`src/rtl/biriscv_regfile_wb_ctrl_pkg.sv`:
```
// Shared constants and state encoding for the register-file writeback controller.
package biriscv_wb_pkg;

    localparam int REG_IDX_W     = 5;
    localparam int XLEN          = 32;
    localparam int NUM_ARCH_REGS = 32;

    typedef enum logic {
        WB_INIT = 1'b0,
        WB_RUN  = 1'b1
    } wb_state_e;

endpackage

```
`src/rtl/biriscv_regfile_wb_ctrl_rr_arbiter.sv`:
```
// Combinational round-robin arbiter: search starts one past the last grant.
module biriscv_rr_arbiter #(
    parameter int N = 3
) (
    input  logic [N-1:0]         req_i,
    input  logic [$clog2(N)-1:0] last_i,
    output logic [N-1:0]         gnt_o,
    output logic [$clog2(N)-1:0] gnt_idx_o
);

    localparam int IDX_W = $clog2(N);

    logic [IDX_W-1:0] cand;
    logic             found;

    always_comb begin
        gnt_o     = '0;
        gnt_idx_o = '0;
        cand      = '0;
        found     = 1'b0;
        for (int unsigned off = 1; off <= N; off++) begin
            cand = IDX_W'((32'(last_i) + off) % N);
            if (!found && req_i[cand]) begin
                found       = 1'b1;
                gnt_o[cand] = 1'b1;
                gnt_idx_o   = cand;
            end
        end
    end

endmodule

```
`src/rtl/biriscv_regfile_wb_ctrl.sv`:
```
// Writeback port controller: round-robin arbitration onto rd0, plus an optional
// post-reset clear of x1..x31 enabled by BIRISCV_REGFILE_CLEAR_EN.
module biriscv_regfile_wb_ctrl
    import biriscv_wb_pkg::*;
#(
    parameter int NUM_REQ = 3
) (
    input  logic                           clk_i,
    input  logic                           rst_n,
    input  logic [NUM_REQ-1:0]             req_valid_i,
    input  logic [NUM_REQ*REG_IDX_W-1:0]   req_rd_i,
    input  logic [NUM_REQ*XLEN-1:0]        req_value_i,
    output logic [NUM_REQ-1:0]             req_ready_o,
    output logic [REG_IDX_W-1:0]           rd0_o,
    output logic [XLEN-1:0]                rd0_value_o,
    output logic                           init_busy_o
);

    localparam int               IDX_W    = $clog2(NUM_REQ);
    localparam logic [IDX_W-1:0] LAST_RST = IDX_W'(NUM_REQ - 1);

    logic                 run;
    logic                 clearing;
    logic [REG_IDX_W-1:0] clr_idx;

    logic [NUM_REQ-1:0]   arb_gnt;
    logic [IDX_W-1:0]     arb_idx;
    logic                 xfer;
    logic [REG_IDX_W-1:0] win_rd;
    logic [XLEN-1:0]      win_value;

    logic [IDX_W-1:0]     last_grant_q, last_grant_d;
    logic [REG_IDX_W-1:0] rd0_q, rd0_d;
    logic [XLEN-1:0]      rd0_value_q, rd0_value_d;

`ifdef BIRISCV_REGFILE_CLEAR_EN
    wb_state_e            state_q, state_d;
    logic [REG_IDX_W-1:0] clr_cnt_q, clr_cnt_d;

    always_ff @(posedge clk_i or negedge rst_n) begin
        if (!rst_n) begin
            state_q   <= WB_INIT;
            clr_cnt_q <= REG_IDX_W'(1);
        end else begin
            state_q   <= state_d;
            clr_cnt_q <= clr_cnt_d;
        end
    end

    // Leave INIT on the edge after x31 was loaded; the counter has wrapped to 0,
    // so that same edge loads rd0 with 0 (no write).
    always_comb begin
        state_d   = state_q;
        clr_cnt_d = clr_cnt_q;
        if (state_q == WB_INIT) begin
            clr_cnt_d = clr_cnt_q + REG_IDX_W'(1);
            if (rd0_q == REG_IDX_W'(NUM_ARCH_REGS - 1)) begin
                state_d = WB_RUN;
            end
        end
    end

    always_comb begin
        clearing = (state_q == WB_INIT);
        run      = (state_q == WB_RUN);
        clr_idx  = clr_cnt_q;
    end
`else
    assign clearing = 1'b0;
    assign run      = 1'b1;
    assign clr_idx  = '0;
`endif

    biriscv_rr_arbiter #(
        .N (NUM_REQ)
    ) u_arb (
        .req_i     (req_valid_i),
        .last_i    (last_grant_q),
        .gnt_o     (arb_gnt),
        .gnt_idx_o (arb_idx)
    );

    assign req_ready_o = run ? arb_gnt : '0;
    assign xfer        = |(req_valid_i & req_ready_o);

    always_comb begin
        win_rd    = req_rd_i[int'(arb_idx)*REG_IDX_W +: REG_IDX_W];
        win_value = req_value_i[int'(arb_idx)*XLEN +: XLEN];
    end

    always_comb begin
        rd0_d        = '0;
        rd0_value_d  = rd0_value_q;
        last_grant_d = last_grant_q;
        if (clearing) begin
            rd0_d       = clr_idx;
            rd0_value_d = '0;
        end else if (xfer) begin
            rd0_d        = win_rd;
            rd0_value_d  = win_value;
            last_grant_d = arb_idx;
        end
    end

    always_ff @(posedge clk_i or negedge rst_n) begin
        if (!rst_n) begin
            last_grant_q <= LAST_RST;
            rd0_q        <= '0;
            rd0_value_q  <= '0;
        end else begin
            last_grant_q <= last_grant_d;
            rd0_q        <= rd0_d;
            rd0_value_q  <= rd0_value_d;
        end
    end

    assign rd0_o       = rd0_q;
    assign rd0_value_o = rd0_value_q;
    assign init_busy_o = clearing;

endmodule

```
`config.mk`:
```
export PLATFORM = sky130hd
export DESIGN_NAME = biriscv_regfile_wb_ctrl
export DESIGN_NICKNAME = d
export VERILOG_FILES = /design/src/rtl/biriscv_regfile_wb_ctrl_pkg.sv /design/src/rtl/biriscv_regfile_wb_ctrl_rr_arbiter.sv /design/src/rtl/biriscv_regfile_wb_ctrl.sv
export SDC_FILE = /design/constraint.sdc
export NUM_CORES = 1
export LEC_CHECK = 0
export ABC_CLOCK_PERIOD_IN_PS = 7650
export CELL_PAD_IN_SITES_DETAIL_PLACEMENT = 0
export CELL_PAD_IN_SITES_GLOBAL_PLACEMENT = 1
export CORE_ASPECT_RATIO = 0.7
export CORE_MARGIN = 3
export CORE_UTILIZATION = 29
export DETAILED_ROUTE_END_ITERATION = 8
export GPL_TIMING_DRIVEN = 0
export MAX_ROUTING_LAYER = met4
export PLACE_DENSITY = 0.89
export SETUP_SLACK_MARGIN = 0.5
export SLEW_MARGIN = 20
export SYNTH_ARGS = -nofsm -noshare
export SYNTH_HDL_FRONTEND = slang
export SYNTH_SLANG_ARGS = --single-unit
```
`constraint.sdc`:
```
create_clock -name clk_i -period 7.65 [get_ports clk_i]
set_input_delay 0.765 -clock clk_i [delete_from_list [all_inputs] [get_ports clk_i]]
set_output_delay 0.765 -clock clk_i [all_outputs]
set_load 0.1 [all_outputs]
```
==> out/metrics.yaml <==
global_routing:
  grt_pass1_wl_mm: 13.97
  antenna_found_initial: 0
  use_met3_pct: 4.997
  gr-total-overflow: 0
  grt_max_degree: 24
  grt_pass1_vias: 2803
  track_usage_pct: 17.57
  grt_use_met2_pct: 30.04
  top_usage_layer: "met2"
  met1_usage_pct: 21.24
sta:
  period_needed_ns: 4.134
  drv_slew: 0
  finalSetupViolCount: 0
  grt_setup_unrepaired: "no"
  layout_setup_ws_ns: 3.516
  tightestPinTransition_ns: 1.009
  finalHoldViolCount: 0
  fmax_ghz: 0.2419
  finClkSkew_ns: 0.002369
  timing.slew.headroom_pct: 32.54
  finalCritPeriodShare_pct: 54.03
  setup_tns_ns: 0
yosys:
  yosysUniqueCellTypes: 37
  synth_area_sq_mm: 0.002595
  yosys.area_share.simple_pct: 9.643
  synth_compound_area_share_pct: 14.61
  ys_seq_area_share_pct: 37.66
  synth-xor-area-share_pct: 0
  synth_warnings: 0
  synth_fa_ha_area_share_pct: 1.929
  ys_ff_latch: 39
  synthCells: 260
  synth_top_family_by_area: "multiplexers"
  syn_nets: 380
  syn_avg_cell_area_sq_um: 9.981
  synthMuxAreaShare_pct: 30.33
worst_setup_path:
  r2r-start: "last_grant_q[0]"
  crit_end: "req_ready_o[1]"
  reg2regPathDepth: 10
  worst-setup-path-type: "in2out"
  critPathRequiredTime_ns: 6.88
  rr_endpoint: "rd0_value_o[25]"
  cpPeakStageDelay_ns: 1.18
  startpoint_type: "input pin"
  cp-end-kind: "primary output"
  cpMaxStageDelayCell: "clkdlybuf4s50_1"
  cp_cell_sequence: "clkdlybuf4s50_1 > nand2b_1 > o21ai_0 > or4_1 > a31oi_1 > clkdlybuf4s50_1"
  cpMostUsedCell: "clkdlybuf4s50_1"
  critPathMaxFanout: 7
  crit_arrival_ns: 3.37
  r2r_slack_ns: 4.59
  setup.worst_path.start: "req_valid_i[0]"
placed_design:
  gp_congestion: 0.8595
  port_buffers: 154
  post-place-ws_ns: 3.541
  dp_hpwl_mm: 6.795
clocking:
  clk_pin_slew_ns: 0.06
  cts_max_level: 2
  clockBufferDepth: 2
  cts_tree: "built"
  cts.sinks: 39
  post_cts_buffers: 0
  cts_hold_buf: 0
  clock_latency_ns: 0.27
  post_cts_resized: 0
  cts_root_buf: "clkbuf_16"
  cts_inserted_buffers: 5
detailed_routing:
  drc_errors: 0
  wl_per_cell_microns: 15.84
  drtIter0Drc: 105
  via_count: 2592
  drtAntennaViolNets: 0
  firstDrtPassIters: 4
  viasPerCell: 4.773
  wl_mm: 8.603
cells_and_area:
  drive_above_1_share_pct: 14.18
  syn_to_final_growth_pct: 72.08
  nets: 542
  num-fill-cells: 810
  diodes: 0
floorplanning:
  design.die.area_sq_mm: 0.01014
  die_w_microns: 119.1
  die_height_microns: 85.15
  io_pins: 157
  placementRows: 28
  start_util_pct: 30.23
  core_sq_mm: 0.008583
worst_hold_path:
  hp-class: "in2async"
status:
  status: "finished, final reports clean"
flow_run:
  cap_viol_max_count: 0
-- cells by family (layout without fill, tap and decap cells) --
kind of cell / Yosys count / in the layout
multiplexers: 73 / 73
AO/OA/AOI/OAI: 60 / 60
AND/OR/NAND/NOR: 58 / 58
flip-flops: 39 / 39
buffers and inverters: 25 / 188
adder cells (fa/ha/maj): 4 / 4
other: 1 / 1
-- flip-flops by register name (all words and copies together), names as in the netlist --
register and cells:
rd0_value_o 32, rd0_o 5, last_grant_q 2
-- synth_stat cells --
cell	n	share of area, %
a2111oi_2	1	0.58
a211o_1	1	0.34
a21boi_0	2	0.58
a21o_1	1	0.29
a21oi_1	36	6.9
a21oi_2	1	0.34
a221o_2	1	0.43
a221oi_1	1	0.34
a22oi_1	1	0.29
a31oi_1	2	0.48
and2_1	1	0.24
buf_2	4	0.77
buf_4	7	2.0
buf_6	3	1.3
clkbuf_1	8	1.2
conb_1	1	0.14
dfrtp_1	38	37
dfstp_2	1	1.0
ha_1	4	1.9
inv_1	3	0.43
mux2_2	29	13
mux2_4	4	2.3
mux2i_1	40	15
nand2_1	10	1.4
nand2b_1	5	1.2
nand3_1	1	0.19
nand3b_1	1	0.29
nor2_1	35	5.1
nor2b_1	3	0.72
nor3_1	1	0.19
o211a_1	5	1.9
o211ai_1	3	0.87
o21ai_0	2	0.39
o21ai_1	1	0.19
o21bai_1	1	0.29
o221ai_1	1	0.34
or4_1	1	0.29
-- critical path: cells and delay by family --
family / cells / cell delay [ns]
AND/OR/NAND/NOR: 2 / 0.58
buffers and inverters: 2 / 1.72
AO/OA/AOI/OAI: 2 / 0.31
-- per-stage QoR --
step                      std cells  utilization (%)  area [sq um]  hold slack, ns
final                           543            52.03          4466          0.4404
after global routing            543            52.03          4466          0.4620
after CTS                       543            52.03          4466          0.4538
after detailed placement        535            50.20          4309          0.4932
after global placement          534            49.94          4287          0.4896
after floorplan                 260                -          2595          0.4694
-- per-layer routing --
layer / vias to the layer above / part of all wire (%)
met2: 120 / 48
met3: 4 / 7.9
met5: - / 0
met1: 1219 / 44
li1: 1249 / -
met4: 0 / 0.51
-- how the worst min path moves through the flow --
stage	end	slack, ns
finish	rd0_o[4]	0.44
global route	rd0_value_o[15]	0.46
CTS	rd0_o[4]	0.45
detailed placement	rd0_value_o[15]	0.49
global placement	rd0_value_o[31]	0.49
floorplan	last_grant_q[0]	0.47
-- cell type report --
| class | instances | area, sq um | area share, % |
|---|---|---|---|
| Multi-Input combinational cell | 196 | 1470 | 32.92 |
| Timing Repair Buffer | 155 | 1564 | 35.02 |
| Tap cell | 120 | 150.1 | 3.362 |
| Buffer | 22 | 136.4 | 3.054 |
| Inverter | 3 | 11.26 | 0.2522 |
| Sequential cell | 39 | 977.2 | 21.88 |
| Clock buffer | 8 | 156.4 | 3.502 |
-- layout by cell type (no fill, tap or decap), types with 2 or more instances in the layout --
master,count
a21boi_0,2
a21oi_1,36
a31oi_1,2
buf_2,5
buf_4,7
buf_6,3
clkbuf_1,9
clkbuf_16,5
clkbuf_8,2
clkdlybuf4s50_1,153
dfrtp_1,38
ha_1,4
inv_1,3
mux2_2,29
mux2_4,4
mux2i_1,40
nand2_1,10
nand2b_1,5
nor2_1,35
nor2b_1,3
o211a_1,5
o211ai_1,3
o21ai_0,2
Power is not shown: default switching activity piles up to over one toggle a cycle in this logic, so the estimate is an artifact.
